## config.mk

```make
export PLATFORM = sky130hd
export DESIGN_NAME = mem_ctrl_flat
export DESIGN_NICKNAME = d
export VERILOG_FILES = /design/src/rtl/mem_ctrl_if.sv /design/src/rtl/mem_ctrl.sv /design/src/flat_wrapper.sv
export SDC_FILE = /design/constraint.sdc
export NUM_CORES = 1
export LEC_CHECK = 0
export CORE_UTILIZATION = 46
export CTS_CLUSTER_SIZE = 10
export DETAILED_ROUTE_END_ITERATION = 10
export PLACE_DENSITY = 0.78
export SLEW_MARGIN = 0
export SYNTH_ARGS = -nofsm -noshare
export SYNTH_HDL_FRONTEND = slang
export SYNTH_SLANG_ARGS = --single-unit
```

## constraint.sdc

```tcl
create_clock -name clk -period 3.1 [get_ports clk]
set_input_delay 0.465 -clock clk [delete_from_list [all_inputs] [get_ports clk]]
set_output_delay 0.465 -clock clk [all_outputs]
set_load 0.005 [all_outputs]
```

## src/rtl/mem_ctrl_if.sv

```systemverilog
`default_nettype none
// ============================================================================
// Module   : mem_ctrl_if
// Purpose  : Request/response and byte-RAM bus between IF/LSB and mem_ctrl.
// Revision : 1.0 - initial release
// ============================================================================
interface mem_ctrl_if #(
    parameter int ADDR_W = 32,
    parameter int DATA_W = 32
);
    logic              rdy;
    logic              clr;
    logic              IF_S;
    logic [ADDR_W-1:0] IF_pc;
    logic              LSB_S;
    logic              LSB_op;
    logic [ADDR_W-1:0] LSB_addr;
    logic [2:0]        LSB_len;
    logic [DATA_W-1:0] LSB_value;
    logic              Mem_success;
    logic              Mem_type;
    logic [DATA_W-1:0] Mem_value;
    logic [7:0]        mem_din;
    logic [7:0]        mem_dout;
    logic [ADDR_W-1:0] mem_a;
    logic              mem_wr;
    logic              io_buffer_full;

    modport slave (
        input  rdy, clr, IF_S, IF_pc, LSB_S, LSB_op, LSB_addr, LSB_len, LSB_value,
               mem_din, io_buffer_full,
        output Mem_success, Mem_type, Mem_value, mem_dout, mem_a, mem_wr
    );

    modport master (
        output rdy, clr, IF_S, IF_pc, LSB_S, LSB_op, LSB_addr, LSB_len, LSB_value,
               mem_din, io_buffer_full,
        input  Mem_success, Mem_type, Mem_value, mem_dout, mem_a, mem_wr
    );
endinterface
`default_nettype wire

```

## src/rtl/mem_ctrl.sv

```systemverilog
`default_nettype none
// ============================================================================
// Module   : mem_ctrl
// Purpose  : Arbitrates IF/LSB requests and serialises 1/2/4-byte accesses
//            onto a byte-wide RAM. Optional macro MEM_IO_STALL_EN holds stores
//            to the IO window while the UART buffer is full.
// Revision : 1.0 - initial release
// ============================================================================
module mem_ctrl #(
    parameter int ADDR_W = 32,
    parameter int DATA_W = 32
) (
    input  logic        clk,
    input  logic        rst,
    mem_ctrl_if.slave   bus
);
    localparam logic [1:0] c_IDLE  = 2'd0;
    localparam logic [1:0] c_READ  = 2'd1;
    localparam logic [1:0] c_WRITE = 2'd2;

    logic [1:0]        r_state, w_state_nxt;
    logic [ADDR_W-1:0] r_addr, w_addr_nxt;
    logic [2:0]        r_len, w_len_nxt;
    logic [2:0]        r_cyc, w_cyc_nxt;
    logic [DATA_W-1:0] r_data, w_data_nxt;
    logic              r_held, w_held_nxt;
    logic              r_success, w_success_nxt;
    logic              r_type, w_type_nxt;
    logic [DATA_W-1:0] r_value, w_value_nxt;
    logic [ADDR_W-1:0] r_mem_a, w_mem_a_nxt;
    logic [7:0]        r_dout, w_dout_nxt;
    logic              r_wr, w_wr_nxt;

    logic              w_idle_free;
    logic              w_accept_lsb;
    logic              w_accept_if;
    logic [2:0]        w_lsb_len;
    logic [1:0]        w_lane;
    logic [DATA_W-1:0] w_rd_capture;
    logic [DATA_W-1:0] w_rd_word;
    logic [ADDR_W-1:0] w_wr_addr;
    logic              w_io_block;

    // The success cycle itself never accepts, so a still-raised request is not served twice.
    assign w_idle_free  = (r_state == c_IDLE) && !r_success;
    assign w_accept_lsb = w_idle_free && bus.LSB_S && (!bus.clr || bus.LSB_op);
    assign w_accept_if  = w_idle_free && !bus.LSB_S && bus.IF_S && !bus.clr;

    always_comb begin
        case (bus.LSB_len)
            3'd1:    w_lsb_len = 3'd1;
            3'd2:    w_lsb_len = 3'd2;
            default: w_lsb_len = 3'd4;
        endcase
    end

    // mem_din at a READ edge carries byte (r_cyc-1); r_held means it was already taken during a stall.
    assign w_lane       = r_cyc[1:0] - 2'd1;
    assign w_rd_capture = r_data | (DATA_W'(bus.mem_din) << {w_lane, 3'b000});
    assign w_rd_word    = r_held ? r_data : w_rd_capture;
    assign w_wr_addr    = (r_state == c_IDLE) ? bus.LSB_addr : r_addr + ADDR_W'(r_cyc);

`ifdef MEM_IO_STALL_EN
    assign w_io_block = (w_wr_addr[17:16] == 2'b11) && bus.io_buffer_full;
`else
    logic w_unused_io;
    assign w_unused_io = bus.io_buffer_full;
    assign w_io_block  = 1'b0;
`endif

    always_ff @(posedge clk) begin
        if (rst) begin
            r_state   <= c_IDLE;
            r_addr    <= '0;
            r_len     <= '0;
            r_cyc     <= '0;
            r_data    <= '0;
            r_held    <= 1'b0;
            r_success <= 1'b0;
            r_type    <= 1'b0;
            r_value   <= '0;
            r_mem_a   <= '0;
            r_dout    <= '0;
            r_wr      <= 1'b0;
        end else begin
            r_state   <= w_state_nxt;
            r_addr    <= w_addr_nxt;
            r_len     <= w_len_nxt;
            r_cyc     <= w_cyc_nxt;
            r_data    <= w_data_nxt;
            r_held    <= w_held_nxt;
            r_success <= w_success_nxt;
            r_type    <= w_type_nxt;
            r_value   <= w_value_nxt;
            r_mem_a   <= w_mem_a_nxt;
            r_dout    <= w_dout_nxt;
            r_wr      <= w_wr_nxt;
        end
    end

    always_comb begin
        w_state_nxt = r_state;
        if (bus.rdy) begin
            case (r_state)
                c_IDLE: begin
                    if (w_accept_lsb)     w_state_nxt = bus.LSB_op ? c_WRITE : c_READ;
                    else if (w_accept_if) w_state_nxt = c_READ;
                end
                c_READ:  if (bus.clr || r_cyc == r_len) w_state_nxt = c_IDLE;
                c_WRITE: if (r_cyc == r_len) w_state_nxt = c_IDLE;
                default: w_state_nxt = c_IDLE;
            endcase
        end
    end

    always_comb begin
        w_addr_nxt    = r_addr;
        w_len_nxt     = r_len;
        w_cyc_nxt     = r_cyc;
        w_data_nxt    = r_data;
        w_held_nxt    = r_held;
        w_success_nxt = r_success;
        w_type_nxt    = r_type;
        w_value_nxt   = r_value;
        w_mem_a_nxt   = r_mem_a;
        w_dout_nxt    = r_dout;
        w_wr_nxt      = r_wr;
        if (!bus.rdy) begin
            // The RAM keeps reading the frozen address, so grab the in-flight byte before it is lost.
            if (r_state == c_READ && r_cyc != 3'd0 && !r_held) begin
                w_data_nxt = w_rd_capture;
                w_held_nxt = 1'b1;
            end
        end else begin
            w_success_nxt = 1'b0;
            w_wr_nxt      = 1'b0;
            w_held_nxt    = 1'b0;
            case (r_state)
                c_IDLE: begin
                    if (w_accept_lsb) begin
                        w_addr_nxt  = bus.LSB_addr;
                        w_len_nxt   = w_lsb_len;
                        w_type_nxt  = 1'b1;
                        w_mem_a_nxt = bus.LSB_addr;
                        w_cyc_nxt   = 3'd0;
                        if (bus.LSB_op) begin
                            w_data_nxt = bus.LSB_value;
                            if (!w_io_block) begin
                                w_dout_nxt = bus.LSB_value[7:0];
                                w_wr_nxt   = 1'b1;
                                w_cyc_nxt  = 3'd1;
                            end
                        end else begin
                            w_data_nxt = '0;
                        end
                    end else if (w_accept_if) begin
                        w_addr_nxt  = bus.IF_pc;
                        w_len_nxt   = 3'd4;
                        w_type_nxt  = 1'b0;
                        w_mem_a_nxt = bus.IF_pc;
                        w_data_nxt  = '0;
                        w_cyc_nxt   = 3'd0;
                    end
                end
                c_READ: begin
                    if (bus.clr) begin
                        w_cyc_nxt = 3'd0;
                    end else begin
                        if (r_cyc != 3'd0) w_data_nxt = w_rd_word;
                        if (r_cyc == r_len) begin
                            w_success_nxt = 1'b1;
                            w_value_nxt   = w_rd_word;
                            w_cyc_nxt     = 3'd0;
                        end else begin
                            w_cyc_nxt = r_cyc + 3'd1;
                            if (r_cyc + 3'd1 < r_len)
                                w_mem_a_nxt = r_addr + ADDR_W'(r_cyc + 3'd1);
                        end
                    end
                end
                c_WRITE: begin
                    if (r_cyc == r_len) begin
                        w_success_nxt = 1'b1;
                        w_cyc_nxt     = 3'd0;
                    end else begin
                        w_mem_a_nxt = w_wr_addr;
                        if (!w_io_block) begin
                            w_dout_nxt = r_data[{r_cyc[1:0], 3'b000} +: 8];
                            w_wr_nxt   = 1'b1;
                            w_cyc_nxt  = r_cyc + 3'd1;
                        end
                    end
                end
                default: w_cyc_nxt = 3'd0;
            endcase
        end
    end

    assign bus.Mem_success = r_success & bus.rdy;
    assign bus.Mem_type    = r_type;
    assign bus.Mem_value   = r_value;
    assign bus.mem_a       = r_mem_a;
    assign bus.mem_dout    = r_dout;
    assign bus.mem_wr      = r_wr & bus.rdy;
endmodule
`default_nettype wire

```

## src/flat_wrapper.sv

```systemverilog
// flat-port wrapper written by rule: the top's interface ports become plain ports
module mem_ctrl_flat 
#(
    parameter int ADDR_W = 32,
    parameter int DATA_W = 32
)
  (clk, rst, bus_rdy, bus_clr, bus_IF_S, bus_IF_pc, bus_LSB_S, bus_LSB_op, bus_LSB_addr, bus_LSB_len, bus_LSB_value, bus_mem_din, bus_io_buffer_full, bus_Mem_success, bus_Mem_type, bus_Mem_value, bus_mem_dout, bus_mem_a, bus_mem_wr);
  mem_ctrl_if #(.ADDR_W(ADDR_W), .DATA_W(DATA_W)) bus_i ();
  input  logic clk;
  input  logic rst;
  input wire logic [$bits(bus_i.rdy)-1:0] bus_rdy;
  input wire logic [$bits(bus_i.clr)-1:0] bus_clr;
  input wire logic [$bits(bus_i.IF_S)-1:0] bus_IF_S;
  input wire logic [$bits(bus_i.IF_pc)-1:0] bus_IF_pc;
  input wire logic [$bits(bus_i.LSB_S)-1:0] bus_LSB_S;
  input wire logic [$bits(bus_i.LSB_op)-1:0] bus_LSB_op;
  input wire logic [$bits(bus_i.LSB_addr)-1:0] bus_LSB_addr;
  input wire logic [$bits(bus_i.LSB_len)-1:0] bus_LSB_len;
  input wire logic [$bits(bus_i.LSB_value)-1:0] bus_LSB_value;
  input wire logic [$bits(bus_i.mem_din)-1:0] bus_mem_din;
  input wire logic [$bits(bus_i.io_buffer_full)-1:0] bus_io_buffer_full;
  output wire logic [$bits(bus_i.Mem_success)-1:0] bus_Mem_success;
  output wire logic [$bits(bus_i.Mem_type)-1:0] bus_Mem_type;
  output wire logic [$bits(bus_i.Mem_value)-1:0] bus_Mem_value;
  output wire logic [$bits(bus_i.mem_dout)-1:0] bus_mem_dout;
  output wire logic [$bits(bus_i.mem_a)-1:0] bus_mem_a;
  output wire logic [$bits(bus_i.mem_wr)-1:0] bus_mem_wr;
  assign bus_i.rdy = bus_rdy;
  assign bus_i.clr = bus_clr;
  assign bus_i.IF_S = bus_IF_S;
  assign bus_i.IF_pc = bus_IF_pc;
  assign bus_i.LSB_S = bus_LSB_S;
  assign bus_i.LSB_op = bus_LSB_op;
  assign bus_i.LSB_addr = bus_LSB_addr;
  assign bus_i.LSB_len = bus_LSB_len;
  assign bus_i.LSB_value = bus_LSB_value;
  assign bus_i.mem_din = bus_mem_din;
  assign bus_i.io_buffer_full = bus_io_buffer_full;
  assign bus_Mem_success = bus_i.Mem_success;
  assign bus_Mem_type = bus_i.Mem_type;
  assign bus_Mem_value = bus_i.Mem_value;
  assign bus_mem_dout = bus_i.mem_dout;
  assign bus_mem_a = bus_i.mem_a;
  assign bus_mem_wr = bus_i.mem_wr;
  mem_ctrl #(.ADDR_W(ADDR_W), .DATA_W(DATA_W)) u_core (.clk(clk), .rst(rst), .bus(bus_i));
endmodule
```

======== After elaboration in Yosys (flattened, before gate mapping) ========
Index checks and enable logic that the tools add are counted.
word-level totals
  register bits ........................... 148
  bits in latches ......................... 0
  memory bits (writable) .................. 0
  bits in read-only memories .............. 0
  input bits .............................. 115
  output and inout bits ................... 75
  word-level logic and storage cells ...... 114
  memories ................................ 0
operators by class
  $add $sub $neg .......................... 5
  multipliers ............................. 0
  divide/modulo/power cells ............... 0
  magnitude comparators ................... 1
  equality and inequality tests ........... 18
  shift-type cells ........................ 2
  mux-type cells .......................... 44
  bitwise operators ....................... 4
  reduce and logical (&&, ||, !) cells .... 28
operators by type and width
  operator              number
  $mux W32              14
  $pmux W32 S3          1
  $pmux W32 S2          1
  $add A32 B3 Y32       1
  $add A32 B32 Y32      1
  $or A32 B32 Y32       1
  $shiftx A32 B6 Y8     1
  $shl A8 B5 Y32        1
  $mux W8               3
  $mux W3               6
  $pmux W8 S2           1
  $mux W2               5
  $ne A2 B2 Y1 const B  5
  $reduce_and A5 Y1     2
  $pmux W3 S3           1
  $logic_and A1 B1 Y1   8
  $mux W1               8
  $reduce_and A4 Y1     2
  $reduce_and A7 Y1     1
  $ne A2 B1 Y1 const B  3
  $ne A3 B1 Y1 const B  2
  $ne A3 B3 Y1 const B  2
  $pmux W2 S3           1
  $pmux W3 S2           1
  21 further kinds      30

======== Depth between registers and ports, before layout ========
Gate-level depths: netlist of the first run.
  depth in word-level cells ............... 9
  gate-level depth with buffers ........... 13
  depth with buffers taken out ............ 11

======== Least setup slack after synthesis of the first run ========
OpenSTA, ideal clock, no wires.
  kind .................................... register to register
  from .................................... reg u_core.r_state[0]
  to ...................................... reg u_core.r_mem_a[8] (netlist: u_core.bus.mem_a[8])
  setup time .............................. 116 ps
  arrival ................................. 3253 ps
  data required time ...................... 2984 ps
  slack ................................... -269 ps
  stages on the path, launching flop included .. 13
  path buffers ............................ 2
  period minus slack after synthesis ...... 3369 ps
  path through ............................ dfxtp_1 > inv_1 > ha_1 > clkbuf_1 > buf_1 > mux2_2 > fa_1 > a211oi_1 > nor2_1 > and3_1 > xor2_1 > o211a_1 > a31o_2
between the ends
  cells in the longest elaborated chain, start to end .. 7
  elaborated cells on any way between the ends .. 18
  classes of those cells .................. 7 x eq/ne; 2 x mux; 9 x reduce/logical
RTL lines
  what                                line                                             RTL
  from (decl)                         mem_ctrl.sv:21                                   logic [1:0] r_state, w_state_nxt;
  from (signal assigned)              mem_ctrl.sv:73                                   r_state <= c_IDLE;
  from (signal assigned)              mem_ctrl.sv:86                                   r_state <= w_state_nxt;
  $logic_not A2 Y1                    mem_ctrl.sv:45, mem_ctrl.sv:61, mem_ctrl.sv:138
  $logic_and A1 B1 Y1                 mem_ctrl.sv:45                                   assign w_idle_free = (r_state == c_IDLE) && !r_success;
  $logic_and A1 B1 Y1 (3 in a row)    mem_ctrl.sv:47                                   assign w_accept_if = w_idle_free && !bus.LSB_S && bus.IF_S && !bus.clr;
  $ne A3 B1 Y1 (no source line)       --
  $reduce_and A7 Y1 (no source line)  --
  to (signal assigned)                mem_ctrl.sv:95                                   r_mem_a <= w_mem_a_nxt;
  to (decl)                           mem_ctrl.sv:30                                   logic [ADDR_W-1:0] r_mem_a, w_mem_a_nxt;
Several ways; a longest one is shown, not always the timed one.
A chain may end at the register's enable or synchronous reset.

======== Worst setup path after layout of the first run ========
Same ends and word-level chain as after synthesis.

==> results of run 1 <==
per-stage QoR:
step,instance area (um^2),cells
6_report,10800,1327
4_1_cts,10800,1327
3_3_place_gp,10200,1297
2_1_floorplan,8200,952
3_5_place_dp,10200,1297
5_1_grt,10800,1327
path summary, 6_finish.rpt:
check | from | end | slack [ps] | cells after the start
worst min-delay path | u_core.bus.mem_a[20] | u_core.bus.mem_a[20] | 460 | 2
worst max-delay path | u_core.r_state[0] | u_core.bus.mem_a[8] | 140 | 10
worst min register to register | u_core.bus.mem_a[20] | u_core.bus.mem_a[20] | 460 | 2
worst max register to register | u_core.r_state[0] | u_core.bus.mem_a[8] | 140 | 10
repair_timing:
| action | in CTS | in global routing |
|---|---|---|
| hold buffers | 0 | 0 |
| resized for setup | 0 | 1 |
| setup endpoints to repair | 0 | 1 |
worst max-delay path: stages (launching register included):
cell and delay (ps):
dfxtp_1 340, inv_1 90, ha_2 260, mux2_2 380
fa_1 450, a211oi_2 350, nor2_1 180, and3_1 240
xor2_1 150, o211a_1 200, a31o_2 200
layout by cell type (no fill, tap or decap), types with 18 or more instances in the layout:
cell             Yosys  layout
a211oi_1            81      80
a211oi_2            30      31
a21o_1              33      33
a21oi_1             94      93
a31oi_1             38      38
clkdlybuf4s50_1      0     187
dfxtp_1            148     148
mux2i_1             41      41
nand2_1             48      48
nor2_1             129     129
o21ai_0             20      20
xnor2_1             18      18
final cells by class:
| type | count | area [um^2] |
|---|---|---|
| fill | 1424 | 6530 |
| clock buffer | 18 | 439 |
| sequential | 148 | 2960 |
| multi-input combinational | 699 | 4780 |
| timing repair buffer | 209 | 2100 |
| inverter | 16 | 60.1 |
| clock inverter | 12 | 204 |
| tap | 225 | 282 |
Yosys cell counts, drive strengths merged (17+ instances only):
library cell	instances	area, um^2
nand2	49	186
dfxtp	148	2960
nor2	129	484
a21o	33	248
a31oi	39	259
xor2	17	149
buf	50	272
o21ai	20	100
xnor2	18	158
clkbuf	39	146
a211oi	111	983
mux2i	41	410
a21oi	104	558
where the power goes:
part / leakage (nW) / switching, mW / internal (mW)
Combinational: 2.30 / 0.699 / 0.618
Clock: 0.305 / 0.832 / 1.44
Sequential: 1.21 / 0.138 / 2.07
Total: 3.81 / 1.67 / 4.13
logic make-up after synthesis:
family,share of synthesized area (%)
simple gates,15.2
xor+xnor,3.74
mux,7.35
flops,36.2
fa+ha+maj,2.23
compound gates,29.5
buf+inv,5.83
registers in the layout, indices dropped and copies added, names as in the netlist:
name / count
u_core.bus.Mem_value: 32
u_core.bus.mem_a: 32
u_core.r_addr: 32
u_core.r_data: 32
u_core.bus.mem_dout: 8
u_core.r_cyc: 3
u_core.r_len: 3
u_core.r_state: 2
u_core.bus.Mem_type: 1
u_core.r_held: 1
u_core.r_success: 1
u_core.r_wr: 1
metal layers:
| layer | global-route usage [%] | vias to the layer above |
|---|---|---|
| met2 | 41.7 | 302 |
| met5 | 0 | - |
| li1 | - | 3773 |
| met4 | 8.74 | 0 |
| met1 | 32.4 | 3631 |
| met3 | 7.86 | 44 |
==> impl_metrics.toml, run 1 <==
[run_status]
status = "completed"

[power_and_ir_drop]
p_leak_nw = 3.81
ir_drop_mv = 0.396
power.density_mw_per_mm2 = 535
p_total_mw = 5.80

[setup_path]
crit_fanout = 6
end_kind = "register"
cp.arrival_ps = 3290
crit_type = "reg -> reg"
worstSetupStartpointType = "register"
worstPathRequired_ps = 3430

[place]
gp_congestion = 0.878
port_buffers = 188
pre_cts_ws_ps = 127
dpl.hpwl_um = 16100

[sta]
finalHoldViolations = 0
fin_skew_ps = 9.09
fmax_mhz = 338
final-max-slew-violation-count = 0
holdWs_ps = 456
fin_crit_ps = 2960
post-route-period-util_pct = 95.5
maxSlewHeadroom_pct = 39.0
worstMarginPinSlew_ps = 908
fin_setup_tns_ps = 0
finalSetupViolations = 0
rsz0062_at_grt = "no"
fin_ws_ps = 139

[die]
die_w_um = 135
pin_count = 190
core-area_mm2 = 0.0174
rows = 48
die_h_um = 135
fp.dieArea_mm2 = 0.0183
initial_utilization_pct = 47.2

[clock_network]
numCtsBuffers = 17
cts.path.max_buffers = 2
path_clk_slew_ps = 70
clock_sinks = 148
clock-root-buffer = "clkbuf_16"
clk_latency_ps = 430
cts_tree = "done"
htree_levels = 4
post-cts-setup-buffer-count = 0

[route]
wl_um = 23500
ant_nets = 0
topRoutingLayerUsed = "met4"
wire_per_inst_um = 17.7
wirelength_met1_um = 9930
first_pass_iters = 7
vias = 7750
drc_errors = 0
drtIter0Drc = 713
wl_met3_um = 2030
viasPerCell = 5.84
route.met2.wl_um = 10900

[global_route]
globalRouteOverflowTotal = 0
grt_pass1_wl_um = 37100
grt_use_total_pct = 25.8
grt_max_degree = 85
grt_pass1_vias = 7193
antenna_found_initial = 0

[finish]
areaGrowthSynthToFinish_pct = 32.2
final_util_pct = 62.4
final_nets = 1220
drive_gt1_share_pct = 10.9
diodes = 0

[synth]
yosys_warnings = 0
seq_area_frac_synth_pct = 36.2
synth_edf_count = 0
post_synth.cell_area_avg_um2 = 8.60
syn-num-nets = 1081
synthArstFlopShare_pct = 0
yosys_most_used_dff = "dfxtp_1"
synth_cell_type_count = 64
syn-cell-area_mm2 = 0.00819
synth_seq_cells = 148
postSynthCellCount = 952

[run]
drv_cap = 0

[hold_path]
hold_class = "reg -> reg"
Note: power is estimated with default switching activity, not from simulation.
==> run 2, diff against run 1 <==
--- a/config.mk
+++ b/config.mk
@@ -5,10 +5,13 @@
 export SDC_FILE = /design/constraint.sdc
 export NUM_CORES = 1
 export LEC_CHECK = 0
-export CORE_UTILIZATION = 46
+export CORE_ASPECT_RATIO = 1.25
+export CORE_UTILIZATION = 56
 export CTS_CLUSTER_SIZE = 10
 export DETAILED_ROUTE_END_ITERATION = 10
-export PLACE_DENSITY = 0.78
+export DONT_BUFFER_PORTS = 1
+export PLACE_DENSITY = 0.75
+export RECOVER_POWER = 50
 export SLEW_MARGIN = 0
 export SYNTH_ARGS = -nofsm -noshare
 export SYNTH_HDL_FRONTEND = slang
==> run 2 against run 1 <==
Register-to-register slack improved by 20 ps. Clock skew down 0.73 ps. Flip-flop and latch count is the same. Utilization shrank 1.3 points. Maximum frequency grew 0.57%. Non-clock buffer count shrank 190. Sequential share of layout area up 6.4 points. Clock-buffer cell count grew 3. Die area decreased by 18%. Clock power fell by 7%.
==> impl_metrics.toml, run 2 (synthesis gave the netlist of run 1 again) <==
[run_status]
status = "completed"

[power_and_ir_drop]
p_total_mw = 5.26
ir_drop_mv = 0.420
p_sw_mw = 1.56
pwr-share-comb_pct = 17.2
p_sw_share_pct = 29.8
power.density_mw_per_mm2 = 600
clkPwrFrac_pct = 40.5
p_leak_nw = 3.07
internal_power_mw = 3.69
seq_power_share_pct = 42.4

[sta]
post-route-period-util_pct = 95.0
fin_crit_ps = 2940
finalHoldViolations = 0
rsz0062_at_grt = "no"
fmax_mhz = 340
fin_skew_ps = 8.36
worstMarginPinSlew_ps = 1120
maxSlewHeadroom_pct = 25.6
fin_setup_tns_ps = 0
final-max-slew-violation-count = 0
finalSetupViolations = 0

[run]
drv_cap = 0

[setup_path]
cp.arrival_ps = 3270
reg2reg_depth = 10
crit_fanout = 6
crit_type = "reg -> reg"
worstPathRequired_ps = 3430
startpoint = "u_core.r_cyc[1]"
end_kind = "register"
worstReg2RegStart = "u_core.r_cyc[1]"
r2r-end = "u_core.bus.mem_a[8]"
r2r_slack_ps = 160
worstSetupStartpointType = "register"

[clock_network]
cts_tree = "done"
path_clk_slew_ps = 60
numCtsBuffers = 17
htree_levels = 4
clk_latency_ps = 430
cts.path.max_buffers = 2
clock_sinks = 148
holdBufCountCts = 0
clock-root-buffer = "clkbuf_16"

[hold_path]
holdPathStages = 1
whs_endpoint = "u_core.bus.mem_a[14]"
min_from = "rst"
hold_class = "in -> reg"

[place]
port_buffers = 0
dpl.hpwl_um = 14400
gp_congestion = 0.899
post_dp_cell_area_mm2 = 0.00819

[global_route]
antenna_found_initial = 0
globalRouteOverflowTotal = 0
grt_pass1_wl_um = 33100
grt_max_degree = 149
grt_pass1_vias = 6427
grt_use_total_pct = 28.5

[die]
initial_utilization_pct = 57.1
die_w_um = 110
rows = 49
fp.dieArea_mm2 = 0.0151
core-area_mm2 = 0.0143
die_h_um = 137
pin_count = 190

[finish]
multi_input_area_mm2 = 0.00476
diodes = 0
drive_gt1_share_pct = 12.7
final_common_cell = "dfxtp_1"
layout_common_cells = "148 x dfxtp_1, 129 x nor2_1, 94 x a21oi_1"
stdcell_area_mm2 = 0.00876
fillers = 1248
final_nets = 1030
regArea_mm2 = 0.00296
areaGrowthSynthToFinish_pct = 7.00

[route]
drc_errors = 0
wire_per_inst_um = 19.3
vias = 6899
first_pass_iters = 5
drtIter0Drc = 469
ant_nets = 0
viasPerCell = 6.32
wl_um = 21100
run 2: metrics by stage:
| stage | setup WS [ps] | utilization (%) | hold WS [ps] | std cells |
|---|---|---|---|---|
| 6_report | 156 | 61.1 | 105 | 1092 |
| 5_1_grt | 4.37 | 61.1 | 85.8 | 1092 |
| 4_1_cts | 150 | 61.3 | 94.2 | 1092 |
| 3_5_place_dp | 166 | 57.1 | 458 | 1060 |
| 3_3_place_gp | 219 | 57.1 | 456 | 1060 |
| 2_1_floorplan | 51.0 | - | 448 | 952 |
run 2: worst max-delay path by stage:
stage	to	slack (ps)	depth (start not counted)
after global placement	u_core.bus.mem_a[8]	220	10
final	u_core.bus.mem_a[8]	160	10
after floorplan	u_core.bus.mem_a[8]	50	12
after CTS	u_core.bus.mem_a[8]	150	10
after detailed placement	u_core.bus.mem_a[8]	170	10
after global routing	u_core.bus.mem_a[8]	4	10
run 2: layout make-up:
class,instances,share of cell area (%)
clock buffers,21,5.37
inverters,16,0.685
repair buffers,19,1.71
clock inverters,11,1.60
multi-input cells,699,54.3
flip-flops and latches,148,33.8
well taps,178,2.54
run 2: worst max-delay path: stages, from the launching register on:
cell and delay (ps):
dfxtp_1 420, inv_1 100, ha_1 300, mux2_2 290
fa_1 480, a211oi_4 310, nor2_1 170, and3_1 230
xor2_1 140, o211a_1 200, a31o_2 200
run 2: timing repair:
item                       4_1_cts  5_1_grt
resized for setup                0        2
setup buffers                    0        0
setup endpoints to repair        0        1
run 2: power groups by stage:
stage | sequential, mW | clock (mW) | combinational [mW]
after floorplan | 2.21 | 0 | 0.808
after global placement | 2.26 | 0 | 0.891
after detailed placement | 2.27 | 0 | 0.907
after CTS | 2.23 | 2.15 | 0.912
after global routing | 2.25 | 2.23 | 1.00
final | 2.23 | 2.13 | 0.902
run 2: metal layers:
layer	share of wire, %	GRT usage (%)	vias to the layer above
li1	-	-	3403
met1	39	33.3	3165
met2	50	48.6	277
met3	6.9	6.81	54
met4	3.7	13.7	0
met5	0	0	-
